`src/rtl/conv_layer_sequencer_pkg.sv`:
```
`timescale 1ns/1ps
`default_nettype none
// ============================================================================
// Module : conv_layer_sequencer_pkg
// Brief  : Shared types and helpers for the convolutional layer sequencer.
//          Holds the frame-control state encoding and the counter width helper.
// Rev    : 1.0  initial release
// ============================================================================
package conv_layer_sequencer_pkg;

    // Frame-control states: IDLE=0, RUN=1, DRAIN=2
    typedef enum logic [1:0] {
        ST_IDLE  = 2'd0,
        ST_RUN   = 2'd1,
        ST_DRAIN = 2'd2
    } seq_state_t;

    // Width of a counter that indexes 0 .. n-1 (at least one bit)
    function automatic int cnt_width(input int n);
        return (n > 1) ? $clog2(n) : 1;
    endfunction

endpackage
`default_nettype wire

```
`src/rtl/conv_layer_sequencer_if.sv`:
```
`timescale 1ns/1ps
`default_nettype none
// ============================================================================
// Module : conv_layer_sequencer_if
// Brief  : Pixel input stream and result output stream of the sequencer.
//          master = image source / result sink side, slave = sequencer side.
// Rev    : 1.0  initial release
// ============================================================================
interface conv_layer_sequencer_if #(
    parameter int D_BITS = 8,
    parameter int Q_BITS = 16
);
    logic              in_valid;
    logic              in_ready;
    logic [D_BITS-1:0] in_data;
    logic              out_valid;
    logic              out_ready;
    logic [Q_BITS-1:0] out_data;
    logic              out_last;

    modport master (
        output in_valid, in_data, out_ready,
        input  in_ready, out_valid, out_data, out_last
    );

    modport slave (
        input  in_valid, in_data, out_ready,
        output in_ready, out_valid, out_data, out_last
    );
endinterface
`default_nettype wire

```
`src/rtl/conv_layer_sequencer_out_stage.sv`:
```
`timescale 1ns/1ps
`default_nettype none
// ============================================================================
// Module : conv_seq_out_stage
// Brief  : Result capture for the sequencer: one-cycle pending flag, optional
//          per-lane ReLU, output register with valid/last hold, sticky error
//          when the layer does not flag valid in the pending cycle.
//          Optional feature macro: CONV_SEQ_RELU_EN (clamp negative lanes to 0).
// Rev    : 1.0  initial release
// ============================================================================
module conv_seq_out_stage #(
    parameter int Q_WIDTH    = 16,
    parameter int Q_CHANNELS = 1
) (
    input  wire                           clk,
    input  wire                           rst,
    input  wire                           capture,
    input  wire                           capture_last,
    input  wire [Q_WIDTH*Q_CHANNELS-1:0]  conv_q,
    input  wire                           conv_valid,
    input  wire                           out_ready,
    output logic                          pend,
    output logic                          out_valid,
    output logic [Q_WIDTH*Q_CHANNELS-1:0] out_data,
    output logic                          out_last,
    output logic                          err
);

    logic                          pend_last;
    logic [Q_WIDTH*Q_CHANNELS-1:0] q_act;

    for (genvar i = 0; i < Q_CHANNELS; i++) begin : g_lane
`ifdef CONV_SEQ_RELU_EN
        // Signed lane: negative results become zero
        assign q_act[i*Q_WIDTH +: Q_WIDTH] = conv_q[(i+1)*Q_WIDTH-1] ? '0
                                           : conv_q[i*Q_WIDTH +: Q_WIDTH];
`else
        assign q_act[i*Q_WIDTH +: Q_WIDTH] = conv_q[i*Q_WIDTH +: Q_WIDTH];
`endif
    end

    // Pending flag: the layer result for a window pixel is sampled one cycle after accept
    always_ff @(posedge clk or posedge rst) begin
        if (rst) begin
            pend      <= 1'b0;
            pend_last <= 1'b0;
        end else begin
            pend      <= capture;
            pend_last <= capture_last;
        end
    end

    // Output register: load while pending, otherwise hold until the handshake
    always_ff @(posedge clk or posedge rst) begin
        if (rst) begin
            out_valid <= 1'b0;
            out_data  <= '0;
            out_last  <= 1'b0;
        end else if (pend) begin
            out_valid <= 1'b1;
            out_data  <= q_act;
            out_last  <= pend_last;
        end else if (out_valid && out_ready) begin
            out_valid <= 1'b0;
            out_last  <= 1'b0;
        end
    end

    // Sticky error: layer must report valid exactly when we sample it
    always_ff @(posedge clk or posedge rst) begin
        if (rst) begin
            err <= 1'b0;
        end else if (pend && !conv_valid) begin
            err <= 1'b1;
        end
    end

endmodule
`default_nettype wire

```
`src/rtl/conv_layer_sequencer.sv`:
```
`timescale 1ns/1ps
`default_nettype none
// ============================================================================
// Module : conv_layer_sequencer
// Brief  : Frames one IMAGE_SIZE x IMAGE_SIZE image through a convolutional
//          layer: accepts pixels, pulses the layer enable per pixel, and
//          forwards each valid-window result with a last marker.
//          Optional feature macro: CONV_SEQ_RELU_EN (see conv_seq_out_stage).
// Rev    : 1.0  initial release
// ============================================================================
module conv_layer_sequencer
    import conv_layer_sequencer_pkg::*;
#(
    parameter int D_WIDTH     = 8,
    parameter int Q_WIDTH     = 16,
    parameter int D_CHANNELS  = 1,
    parameter int Q_CHANNELS  = 1,
    parameter int FILTER_SIZE = 3,
    parameter int IMAGE_SIZE  = 28
) (
    input  wire                           clk,
    input  wire                           rst,
    input  wire                           start,
    output logic                          busy,
    output logic                          done,
    output logic                          err,
    conv_layer_sequencer_if.slave         strm,
    output logic                          conv_en,
    output logic [D_WIDTH*D_CHANNELS-1:0] conv_d,
    input  wire  [Q_WIDTH*Q_CHANNELS-1:0] conv_q,
    input  wire                           conv_valid
);

    localparam int            CW       = cnt_width(IMAGE_SIZE);
    localparam logic [CW-1:0] LAST_IDX = CW'(IMAGE_SIZE - 1);
    localparam logic [CW-1:0] WIN_MIN  = CW'(FILTER_SIZE - 1);

    seq_state_t                    state;
    logic [CW-1:0]                 row;
    logic [CW-1:0]                 col;
    logic                          pend;
    logic                          out_valid;
    logic                          out_last;
    logic [Q_WIDTH*Q_CHANNELS-1:0] out_data;
    logic                          in_ready;
    logic                          win;
    logic                          last_px;
    logic                          last_hs;

    // A window pixel blocks the next accept for one cycle (pend) and no pixel
    // is taken while an unconsumed result would be overwritten.
    assign in_ready = (state == ST_RUN) && !pend && (!out_valid || strm.out_ready);
    assign conv_en  = strm.in_valid && in_ready;
    assign conv_d   = strm.in_data;
    assign win      = (row >= WIN_MIN) && (col >= WIN_MIN);
    assign last_px  = (row == LAST_IDX) && (col == LAST_IDX);
    assign last_hs  = out_valid && strm.out_ready && out_last;

    assign strm.in_ready  = in_ready;
    assign strm.out_valid = out_valid;
    assign strm.out_data  = out_data;
    assign strm.out_last  = out_last;

    // Pixel position: col inner, row outer; both wrap to 0 at frame end
    always_ff @(posedge clk or posedge rst) begin
        if (rst) begin
            row <= '0;
            col <= '0;
        end else if (conv_en) begin
            if (col == LAST_IDX) begin
                col <= '0;
                row <= (row == LAST_IDX) ? '0 : row + 1'b1;
            end else begin
                col <= col + 1'b1;
            end
        end
    end

    // Frame control: IDLE waits for start, RUN feeds the layer, DRAIN waits for the last result
    always_ff @(posedge clk or posedge rst) begin
        if (rst) begin
            state <= ST_IDLE;
            busy  <= 1'b0;
            done  <= 1'b0;
        end else begin
            done <= 1'b0;
            case (state)
                ST_IDLE: begin
                    if (start) begin
                        state <= ST_RUN;
                        busy  <= 1'b1;
                    end
                end
                ST_RUN: begin
                    if (conv_en && last_px) begin
                        state <= ST_DRAIN;
                    end
                end
                ST_DRAIN: begin
                    if (last_hs) begin
                        state <= ST_IDLE;
                        busy  <= 1'b0;
                        done  <= 1'b1;
                    end
                end
                default: begin
                    state <= ST_IDLE;
                    busy  <= 1'b0;
                end
            endcase
        end
    end

    conv_seq_out_stage #(
        .Q_WIDTH    (Q_WIDTH),
        .Q_CHANNELS (Q_CHANNELS)
    ) u_out_stage (
        .clk          (clk),
        .rst          (rst),
        .capture      (conv_en && win),
        .capture_last (conv_en && last_px),
        .conv_q       (conv_q),
        .conv_valid   (conv_valid),
        .out_ready    (strm.out_ready),
        .pend         (pend),
        .out_valid    (out_valid),
        .out_data     (out_data),
        .out_last     (out_last),
        .err          (err)
    );

endmodule
`default_nettype wire

```
`src/flat_wrapper.sv`:
```
// flat-port wrapper written by rule: the top's interface ports become plain ports
module conv_layer_sequencer_flat import conv_layer_sequencer_pkg::*;
#(
    parameter int D_WIDTH     = 8,
    parameter int Q_WIDTH     = 16,
    parameter int D_CHANNELS  = 1,
    parameter int Q_CHANNELS  = 1,
    parameter int FILTER_SIZE = 3,
    parameter int IMAGE_SIZE  = 28
)
  (clk, rst, start, busy, done, err, conv_en, conv_d, conv_q, conv_valid, strm_in_valid, strm_in_data, strm_out_ready, strm_in_ready, strm_out_valid, strm_out_data, strm_out_last);
  conv_layer_sequencer_if #(.D_BITS(8), .Q_BITS(16)) strm_i ();
  input  wire clk;
  input  wire rst;
  input  wire start;
  output logic busy;
  output logic done;
  output logic err;
  output logic conv_en;
  output logic [D_WIDTH*D_CHANNELS-1:0] conv_d;
  input  wire  [Q_WIDTH*Q_CHANNELS-1:0] conv_q;
  input  wire conv_valid;
  input wire logic [$bits(strm_i.in_valid)-1:0] strm_in_valid;
  input wire logic [$bits(strm_i.in_data)-1:0] strm_in_data;
  input wire logic [$bits(strm_i.out_ready)-1:0] strm_out_ready;
  output wire logic [$bits(strm_i.in_ready)-1:0] strm_in_ready;
  output wire logic [$bits(strm_i.out_valid)-1:0] strm_out_valid;
  output wire logic [$bits(strm_i.out_data)-1:0] strm_out_data;
  output wire logic [$bits(strm_i.out_last)-1:0] strm_out_last;
  assign strm_i.in_valid = strm_in_valid;
  assign strm_i.in_data = strm_in_data;
  assign strm_i.out_ready = strm_out_ready;
  assign strm_in_ready = strm_i.in_ready;
  assign strm_out_valid = strm_i.out_valid;
  assign strm_out_data = strm_i.out_data;
  assign strm_out_last = strm_i.out_last;
  conv_layer_sequencer #(.D_WIDTH(D_WIDTH), .Q_WIDTH(Q_WIDTH), .D_CHANNELS(D_CHANNELS), .Q_CHANNELS(Q_CHANNELS), .FILTER_SIZE(FILTER_SIZE), .IMAGE_SIZE(IMAGE_SIZE)) u_core (.clk(clk), .rst(rst), .start(start), .busy(busy), .done(done), .err(err), .strm(strm_i), .conv_en(conv_en), .conv_d(conv_d), .conv_q(conv_q), .conv_valid(conv_valid));
endmodule
```
`config.mk`:
```
export PLATFORM = sky130hd
export DESIGN_NAME = conv_layer_sequencer_flat
export DESIGN_NICKNAME = d
export VERILOG_FILES = /design/src/rtl/conv_layer_sequencer_pkg.sv /design/src/rtl/conv_layer_sequencer_if.sv /design/src/rtl/conv_layer_sequencer_out_stage.sv /design/src/rtl/conv_layer_sequencer.sv /design/src/flat_wrapper.sv
export SDC_FILE = /design/constraint.sdc
export NUM_CORES = 1
export LEC_CHECK = 0
export ABC_AREA = 1
export BUFFER_PORTS_ARGS = -buffer_cell sky130_fd_sc_hd__buf_2
export CAP_MARGIN = 30
export CORE_MARGIN = 1
export CORE_UTILIZATION = 30
export CTS_BUF_LIST = sky130_fd_sc_hd__clkbuf_8
export DETAILED_ROUTE_END_ITERATION = 8
export GPL_TIMING_DRIVEN = 0
export PLACE_DENSITY_LB_ADDON = 0.15
export SYNTH_ARGS = -nofsm -noshare
export SYNTH_HDL_FRONTEND = slang
export SYNTH_SLANG_ARGS = --single-unit
export TNS_END_PERCENT = 50
```
`constraint.sdc`:
```
create_clock -name clk -period 1.84 [get_ports clk]
set_clock_uncertainty 0.2 [all_clocks]
set_input_delay 0 -clock clk [delete_from_list [all_inputs] [get_ports clk]]
set_output_delay 0 -clock clk [all_outputs]
set_load 0.02 [all_outputs]
```
* Yosys cells after proc, flatten, opt, wreduce, memory -nomap -nowiden
Cells that the tools add are included.
Word-level totals: register bits 35, output and inout bits 31
Operators by class: order comparisons 2, reduce and logical (&&, ||, !) cells 19, equal/unequal tests 7, add/sub/neg operators 2, bitwise gates (word level) 1, muxes and demuxes 14
Operator list (count):
- $add 5x1->5 const B | 2
- $eq 5x5->1 const B | 2
- $ge 5x2->1 const B | 2
- $logic_and 1x1->1 | 10
- $mux 5 | 2
- $mux 1 | 7
- $mux 2 | 3
- $pmux 2 s3 | 1
- $reduce_and 3->1 | 2
- $ne 2x2->1 const B | 2
- $logic_not 1->1 | 3
- $pmux 1 s3 | 1
- $eq 2x1->1 const B | 1
- $eq 2x2->1 const B | 1
- $logic_not 2->1 | 1
- $ne 2x1->1 const B | 1
- $reduce_and 2->1 | 1
- $reduce_bool 2->1 | 1
- $logic_or 1x1->1 | 1
- $not 1->1 | 1

* Logic depth before layout (Yosys ltp)
Gate-level depths: netlist (run 1).
depth after elaboration 7, gate-level depth with buffers 8, gate-level depth less buffers 7

* Modules after synthesis
From an unflattened synthesis (run 1), not the netlist that was laid out.
Unflattened totals: cells, all modules 210, area, all modules 1784.2 um2
By module, submodules not included:
- conv_layer_sequencer | times used 1, sequential area each 350.3 um2, cells an instance 129, area each 980.9 um2
- conv_seq_out_stage | times used 1, sequential area each 525.5 um2, cells an instance 81, area each 803.3 um2

* Worst setup path after synthesis (run 1)
OpenSTA, ideal clock, no wires.
path kind reg-to-reg, start reg u_core.u_out_stage.out_valid, end reg u_core.row[3], cell stages (with the launch flop) 7, arrival 1.218 ns, setup time 0.116 ns, setup slack 0.306 ns, buffers on the path 0, path through dfrtp_1 nand2_1 nand2_1 nor2_2 nand3_2 nand2_1 nand2_1
Between the ends: longest elaborated chain between the ends 5
RTL lines:
- from (decl) | RTL line conv_layer_sequencer_out_stage.sv:23 | output logic out_valid,
- from (signal assigned) | RTL line conv_layer_sequencer_out_stage.sv:56 | out_valid <= 1'b0;
- from (signal assigned) | RTL line conv_layer_sequencer_out_stage.sv:60 | out_valid <= 1'b1;
- from (signal assigned) | RTL line conv_layer_sequencer_out_stage.sv:64 | out_valid <= 1'b0;
- $logic_not 1->1 | RTL line conv_layer_sequencer.sv:52 | assign in_ready = (state == ST_RUN) && !pend && (!out_valid || strm.out_ready);
- $logic_or 1x1->1 | RTL line conv_layer_sequencer.sv:52
- $logic_and 1x1->1 | RTL line conv_layer_sequencer.sv:52
- net strm_in_ready | RTL line flat_wrapper.sv:26 | output wire logic [$bits(strm_i.in_ready)-1:0] strm_in_ready;
- $logic_and 1x1->1 | RTL line conv_layer_sequencer.sv:53 | assign conv_en = strm.in_valid && in_ready;
- $reduce_and 2->1 (no source line)
- to (signal assigned) | RTL line conv_layer_sequencer.sv:72 | row <= (row == LAST_IDX) ? '0 : row + 1'b1;
- to (decl) | RTL line conv_layer_sequencer.sv:39 | logic [CW-1:0] row;
The timed path passes the listed nets, and every way through them passes these cells. A chain may end at the register's enable or synchronous reset.

* Final worst setup path (run 1)
start reg u_core.col[1], end reg u_core.row[1]
Between the ends: longest elaborated chain between the ends 2
RTL lines:
- from (decl) | RTL line conv_layer_sequencer.sv:40 | logic [CW-1:0] col;
- from (signal assigned) | RTL line conv_layer_sequencer.sv:74 | col <= col + 1'b1;
- $eq 5x5->1 | RTL line conv_layer_sequencer.sv:70 | if (col == LAST_IDX) begin
- $reduce_and 2->1 (no source line)
No other way between the ends.

==> results of run 1 <==
synth_stat cells, drive strengths merged:
master / count
a21oi: 2
o21ai: 5
nand2: 90
nor2: 13
ha: 4
xor2: 1
buf: 14
inv: 19
nand4: 7
clkbuf: 1
a22o: 1
nand3: 14
nor3: 2
o21bai: 1
xnor2: 1
dfrtp: 35
final timing paths:
path | to | slack, ps | cells after the start | from
hold / removal | conv_d[3] | 20 | 2 | strm_in_data[3]
max in group asynchronous | u_core.state[0] | 760 | 3 | rst
setup reg to reg | u_core.row[1] | 180 | 6 | u_core.col[1]
hold reg to reg | u_core.u_out_stage.out_data[3] | 270 | 2 | u_core.u_out_stage.out_data[3]
setup / recovery | u_core.row[1] | 180 | 6 | u_core.col[1]
min in group asynchronous | u_core.u_out_stage.out_data[7] | 190 | 3 | rst
routing by layer:
layer	wire length (um)	global-route usage (%)	share of wire (%)
met3	192	2.87	5.1
met5	0	0	0
met1	1780	15.9	48
met4	41	6.67	1.1
met2	1730	22.9	46
final cells by class:
type | count | area [um2] | area share [%]
plain buffers | 15 | 116 | 4.76
well taps | 72 | 90.1 | 3.69
inverters | 19 | 73.8 | 3.02
clock buffers | 6 | 82.6 | 3.38
clock inverters | 2 | 35.0 | 1.43
multi-input cells | 141 | 699 | 28.6
repair buffers | 73 | 470 | 19.3
flip-flops and latches | 35 | 876 | 35.8
power groups by stage:
stage	logic [uW]	clock network, uW	registers (uW)
2_1_floorplan	275	0	903
3_3_place_gp	370	0	900
3_5_place_dp	371	0	899
4_1_cts	408	750	886
5_1_grt	460	786	896
6_report	401	723	885
through the flow:
step | instances | utilization (%)
global placement | 334 | 38.0
floorplan | 210 | -
CTS | 363 | 43.8
global route | 363 | 43.8
detailed placement | 334 | 38.0
finish | 363 | 43.8
flip-flops by register name, indices dropped and copies added (netlist names), 2 cells and up:
| name | cells |
|---|---|
| u_core.col | 5 |
| u_core.row | 5 |
| u_core.state | 2 |
| u_core.u_out_stage.out_data | 16 |
repair_timing:
| item | 4_1_cts | 5_1_grt |
|---|---|---|
| resized for setup | 0 | 0 |
| setup endpoints to repair | 0 | 0 |
| hold buffers | 21 | 0 |
| hold endpoints to repair | 65 | 0 |
worst max-delay path, cell delays in order, from the launching register on:
cell     delay, ps
dfrtp_1        440
ha_1           310
nand4_4        210
inv_2          110
nand3_2        130
nand2_1        100
nand2_1         50
cells by family (layout without fill, tap and decap cells):
family / after synthesis / in the layout / synth area share [%]
compound gates: 9 / 9 / 3.76
xor+xnor: 2 / 2 / 0.992
flops: 35 / 35 / 49.6
simple gates: 126 / 126 / 32.0
fa+ha+maj: 4 / 4 / 2.83
buf+inv: 34 / 115 / 10.8
==> flow_summary.toml, run 1 <==
[power_and_ir_drop]
switching_share_pct = 28.2
p_leak_uw = 0.00126
p_int_uw = 1440
power_switching_uw = 567
combPwrFrac_pct = 19.9
p_per_area_mw_per_mm2 = 822
clockPowerShare_pct = 36.0
ir_drop_mv = 0.405
p_total_uw = 2010
pwr-share-seq_pct = 44.1

[global_routing]
antenna_found_initial = 0
grt_pass1_vias = 1486
grt.overflow.total = 0
track_usage_pct = 13.4
grt_max_degree = 36
grt_pass1_wl_um = 6460

[place]
hpwlAfterDp_um = 2510
gp_congestion = 0.727
dp_slack_ps = 196
io_buffers = 52
place_area_mm2 = 0.00212

[finish]
mostFrequentLayoutCell = "nand2_1"
area.growth.synth_to_final_pct = 38.4
fin_nets = 324
final_layout_size_suffix_gt1_share_pct = 30.6
n_antenna_cell = 0
fin_area_mm2 = 0.00244
fill_cells = 596
layout_common_cells = "90 x nand2_1, 55 x buf_2, 35 x dfrtp_1"

[floorplan]
dieArea_mm2 = 0.00620
placementRows = 27
die_x_um = 78.7
pin_count = 61
core-area_mm2 = 0.00557
die_h_um = 78.7
start_util_pct = 31.7

[synth]
synth_seq_cells = 35
synth_nets = 244
yosysSeqAreaShare_pct = 49.6
syn_inst = 210
ys_top_cells_by_area = "dfrtp_1 50%, nand2_1 19%, nand3_1 3.7%"
synth_cell_types = 26
synth.top_cell.area_share_pct = 49.6
syn_avg_cell_area_um2 = 8.41
netlist_area_mm2 = 0.00177
yosysTopAreaCell = "dfrtp_1"
ys_warn_count = 0

[drt]
drt-initial-drc-count = 55
vias_per_cell = 4.24
ant_nets = 0
wl_per_cell_um = 10.3
drc = 0
routed_wl_um = 3750
first_pass_iters = 4
dr_total_vias = 1538

[timing]
holdWs_ps = 16.9
slew_headroom_pct = 49.6
finalCritPeriodShare_pct = 90.1
max_freq_mhz = 603
final.setup.tns_ps = 0
layout_setup_ws_ps = 182
hold_viol_final = 0
setup_viol_count_final = 0
finalCriticalPeriod_ps = 1660
tightest_slew_ps = 754
grt_setup_unrepaired = "no"
final_max_slew_viol_count = 0

[worst_setup_path]
cp.arrival_ps = 1640
path_max_fanout = 8
worstPathRequired_ps = 1820
start_kind = "register"
critPathKind = "reg2reg"
cp-end-kind = "register"

[clock_tree]
path_clk_slew_ps = 80
cts_made_buffers = 5
tritoncts = "yes"
cts_setup_buffers = 0
clk-insertion-delay-late_ps = 280
numClockSinks = 35
cts-htree-levels = 2
clock_tree.root_cell = "clkbuf_8"
clock_path_buffers = 2

[hold_path]
hold_path_class = "in2out"

[job]
cap_viol_max_count = 0

[run_status]
status = "complete, no violations"
(Power assumes the default switching activity.)
==> inputs of run 2 (changes only) <==
--- a/config.mk
+++ b/config.mk
@@ -7,12 +7,11 @@
 export LEC_CHECK = 0
 export ABC_AREA = 1
 export BUFFER_PORTS_ARGS = -buffer_cell sky130_fd_sc_hd__buf_2
-export CAP_MARGIN = 30
+export CAP_MARGIN = 5
 export CORE_MARGIN = 1
 export CORE_UTILIZATION = 30
 export CTS_BUF_LIST = sky130_fd_sc_hd__clkbuf_8
 export DETAILED_ROUTE_END_ITERATION = 8
-export GPL_TIMING_DRIVEN = 0
 export PLACE_DENSITY_LB_ADDON = 0.15
 export SYNTH_ARGS = -nofsm -noshare
 export SYNTH_HDL_FRONTEND = slang
==> flow_summary.toml, run 2 (synthesis gave the netlist of run 1 again) <==
[drt]
first_pass_iters = 4
vias_per_cell = 4.25
wl_per_cell_um = 10.4
dr_total_vias = 1487
routed_wl_um = 3640
ant_nets = 0
drt-initial-drc-count = 40
drc = 0

[finish]
mostFrequentLayoutCell = "nand2_1"
area.growth.synth_to_final_pct = 33.7
n_antenna_cell = 0
regMostFlops = "u_core.u_out_stage.out_data"
layout_common_cells = "90 x nand2_1, 44 x buf_2, 35 x dfrtp_1"
final_layout_size_suffix_gt1_share_pct = 24.5
largest_register_ffs = 16
final_core_util_pct = 42.3
final_cells = 350
fin_nets = 312
fin_area_mm2 = 0.00236
reg_top3 = "u_core.u_out_stage.out_data: 16 flops, u_core.col: 5 flops, u_core.row: 5 flops"

[clock_tree]
clock_path_buffers = 2
tritoncts = "yes"
ctsHoldBuffers = 29
clk-insertion-delay-late_ps = 280
cts_resized = 0
path_clk_slew_ps = 70
cts-htree-levels = 2
numClockSinks = 35
cts_setup_buffers = 0
cts_made_buffers = 5
clock_tree.root_cell = "clkbuf_8"

[global_routing]
grt.overflow.total = 0
track_usage_pct = 12.5
grt_pass1_wl_um = 5980
antenna_found_initial = 0
grt_pass1_vias = 1317
grt_max_degree = 36

[worst_setup_path]
path_max_fanout = 8
worstPathRequired_ps = 1820
crit_start = "u_core.col[1]"
start_kind = "register"
endpoint = "u_core.row[3]"
rrSetupSlack_ps = 230
cp-end-kind = "register"
cp.arrival_ps = 1580
worstReg2RegEnd = "u_core.row[3]"
r2r_cells = 6
worstReg2RegStart = "u_core.col[1]"
critPathKind = "reg2reg"

[power_and_ir_drop]
p_total_uw = 1830
ir_drop_mv = 0.278
p_leak_uw = 0.00119
p_per_area_mw_per_mm2 = 776

[floorplan]
core-area_mm2 = 0.00557
placementRows = 27
pin_count = 61
start_util_pct = 31.7
die_x_um = 78.7
die_h_um = 78.7
dieArea_mm2 = 0.00620

[timing]
finalCritPeriodShare_pct = 87.2
finalCriticalPeriod_ps = 1610
setup_viol_count_final = 0
slew_headroom_pct = 70.1
final_max_slew_viol_count = 0
max_freq_mhz = 623
tightest_slew_ps = 449
grt_setup_unrepaired = "no"
hold_viol_final = 0
final.setup.tns_ps = 0

[hold_path]
hold_path_class = "in2async"

[place]
dp.cells = 314
place_area_mm2 = 0.00198
hpwlAfterDp_um = 2340
gp_congestion = 0.804
io_buffers = 44

[run_status]
status = "complete, no violations"

[job]
cap_viol_max_count = 0
## run 2: layer usage
layer / up-vias / wire (um) / GRT usage (%) / share of wire [%]
met3: 7 / 198 / 3.45 / 5.4
li1: 784 / - / - / -
met4: 0 / 50 / 5.00 / 1.4
met2: 45 / 1650 / 19.9 / 45
met5: - / 0 / 0 / 0
met1: 651 / 1740 / 15.9 / 48
## run 2: through the flow
stage / hold WS [ps] / setup WS (ps)
global route: 196 / 98.2
global placement: -200 / 273
floorplan: -101 / 306
detailed placement: -200 / 238
finish: 149 / 235
CTS: 167 / 224
## run 2: power by group
group	total [uW]	switching, uW	leakage [uW]	internal, uW
Sequential	903	78.1	0.000391	825
Clock	556	263	0.0000470	293
Combinational	371	201	0.000753	170
## run 2: final cells by class
type                            instances  area (um2)
Clock inverter                          1        5.00
Sequential cell                        35         876
Clock buffer                            6        82.6
Fill cell                             583        3210
Multi-Input combinational cell        141         699
Timing Repair Buffer                   76         533
Inverter                               19        73.8
Tap cell                               72        90.1
## run 2: worst min-delay path by stage
| stage | start | end | slack (ps) | cells past startpoint |
|---|---|---|---|---|
| 3_5_place_dp | strm_in_data[0] | conv_d[0] | -200 | 0 |
| 5_1_grt | rst | u_core.u_out_stage.out_data[5] | 200 | 4 |
| 3_3_place_gp | strm_in_data[0] | conv_d[0] | -200 | 0 |
| 6_report | rst | u_core.u_out_stage.out_data[7] | 150 | 4 |
| 2_1_floorplan | conv_valid | u_core.u_out_stage.err | -100 | 1 |
| 4_1_cts | rst | u_core.u_out_stage.out_data[7] | 170 | 4 |
## run 2: worst max-delay path, stage by stage, from the launching register on
cell and delay, ps:
dfrtp_1 430, ha_1 300, nand4_4 200, inv_2 110, nand3_2 130, nand2_1 80
nand2_1 50
==> inputs of run 3 (changes only) <==
--- a/config.mk
+++ b/config.mk
@@ -12,7 +12,6 @@
 export CORE_UTILIZATION = 30
 export CTS_BUF_LIST = sky130_fd_sc_hd__clkbuf_8
 export DETAILED_ROUTE_END_ITERATION = 8
-export PLACE_DENSITY_LB_ADDON = 0.15
 export SYNTH_ARGS = -nofsm -noshare
 export SYNTH_HDL_FRONTEND = slang
 export SYNTH_SLANG_ARGS = --single-unit
==> flow_summary.toml, run 3 (synthesis gave the netlist of run 1 again) <==
[floorplan]
dieArea_mm2 = 0.00620
die_h_um = 78.7
placementRows = 27
core-area_mm2 = 0.00557
start_util_pct = 31.7
die_x_um = 78.7
pin_count = 61

[worst_setup_path]
cp-end-kind = "register"
critPathKind = "reg2reg"
cp.arrival_ps = 1610
worstPathRequired_ps = 1820
start_kind = "register"
path_max_fanout = 8

[global_routing]
grt_pass1_wl_um = 6090
grt_pass1_vias = 1404
grt.overflow.total = 0
antenna_found_initial = 0
track_usage_pct = 12.6
grt_max_degree = 36

[timing]
grt_setup_unrepaired = "no"
max_freq_mhz = 610
tightest_slew_ps = 437
holdWs_ps = 160
final.setup.tns_ps = 0
hold_viol_final = 0
slew_headroom_pct = 70.8
final_max_slew_viol_count = 0
finalCriticalPeriod_ps = 1640
finalCritPeriodShare_pct = 89.1
setup_viol_count_final = 0

[drt]
drc = 0
first_pass_iters = 4
drt-met1-wl_um = 1600
ant_nets = 0
wl_met2_um = 1760
top_layer = "met4"
dr_total_vias = 1540
drt-initial-drc-count = 47
vias_per_cell = 4.40
met3WireLength_um = 185
routed_wl_um = 3590
wl_per_cell_um = 10.3

[place]
dp.cells = 313
gp_congestion = 0.781
hpwlAfterDp_um = 2310
io_buffers = 44

[clock_tree]
cts_setup_buffers = 0
clock_path_buffers = 2
clock_tree.root_cell = "clkbuf_8"
cts-htree-levels = 2
tritoncts = "yes"
path_clk_slew_ps = 70
clk-insertion-delay-late_ps = 280
cts_resized = 0
cts_made_buffers = 5
numClockSinks = 35

[finish]
reg_top3 = "u_core.u_out_stage.out_data: 16 flops, u_core.col: 5 flops, u_core.row: 5 flops"
final_layout_size_suffix_gt1_share_pct = 24.5
mostFrequentLayoutCell = "nand2_1"
largest_register_ffs = 16
final_cells = 350
n_antenna_cell = 0
regMostFlops = "u_core.u_out_stage.out_data"
fill_cells = 552
area.growth.synth_to_final_pct = 34.9
layout_common_cells = "90 x nand2_1, 44 x buf_2, 35 x dfrtp_1"
fin_nets = 311

[power_and_ir_drop]
p_leak_uw = 0.00120
ir_drop_mv = 0.314
p_per_area_mw_per_mm2 = 829
p_total_uw = 1980

[hold_path]
hold_path_class = "in2async"

[run_status]
status = "complete, no violations"

[job]
cap_viol_max_count = 0
-- run 3: cell types whose count changed in the layout (fill, tap and decap cells not counted), sizes merged --
cell,delta
buf,-1
bufinv,+1
-- run 3: what timing repair did --
action | 4_1_cts | 5_1_grt
endpoints found under the setup margin | 0 | 0
hold buffers | 29 | 0
hold endpoints to repair | 78 | 0
-- run 3: layer usage --
layer,up-vias,GRT usage (%)
li1,779,-
met1,712,14.5
met2,43,22.0
met3,6,3.68
met4,0,4.44
met5,-,0
-- run 3: final cells by class --
class | instances | area, um2 | area share (%)
sequential | 35 | 876 | 36.8
clock buffer | 6 | 82.6 | 3.47
tap | 72 | 90.1 | 3.78
timing repair buffer | 75 | 526 | 22.1
multi-input combinational | 141 | 699 | 29.4
clock inverter | 2 | 35.0 | 1.47
inverter | 19 | 73.8 | 3.10
-- run 3: worst paths after layout --
path,start,end,slack [ps],cells after the start
hold / removal,rst,u_core.u_out_stage.out_data[3],160,4
setup reg to reg,u_core.col[1],u_core.row[3],200,6
setup / recovery,u_core.col[1],u_core.row[3],200,6
max in group asynchronous,rst,u_core.col[2],970,4
hold reg to reg,u_core.u_out_stage.out_data[2],u_core.u_out_stage.out_data[2],270,2
min in group clk,conv_valid,u_core.u_out_stage.err,250,3
-- run 3: critical path: stages, from the launching register on --
cell and delay [ps]:
dfrtp_1 430, ha_1 300, nand4_4 210, inv_2 110, nand3_2 130, nand2_1 90
nand2_1 50
-- run 3: power by group --
| group | switching [uW] | internal (uW) | total (uW) |
|---|---|---|---|
| logic | 201 | 166 | 367 |
| clock network | 265 | 438 | 703 |
| registers | 80.5 | 825 | 905 |
| total | 547 | 1430 | 1980 |
-- run 3: per-stage QoR --
stage	setup slack [ps]	utilization [%]	area, um2
2_1_floorplan	306	-	1770
3_3_place_gp	234	35.4	1970
3_5_place_dp	181	35.4	1970
4_1_cts	184	42.7	2380
5_1_grt	91.3	42.7	2380
6_report	201	42.7	2380
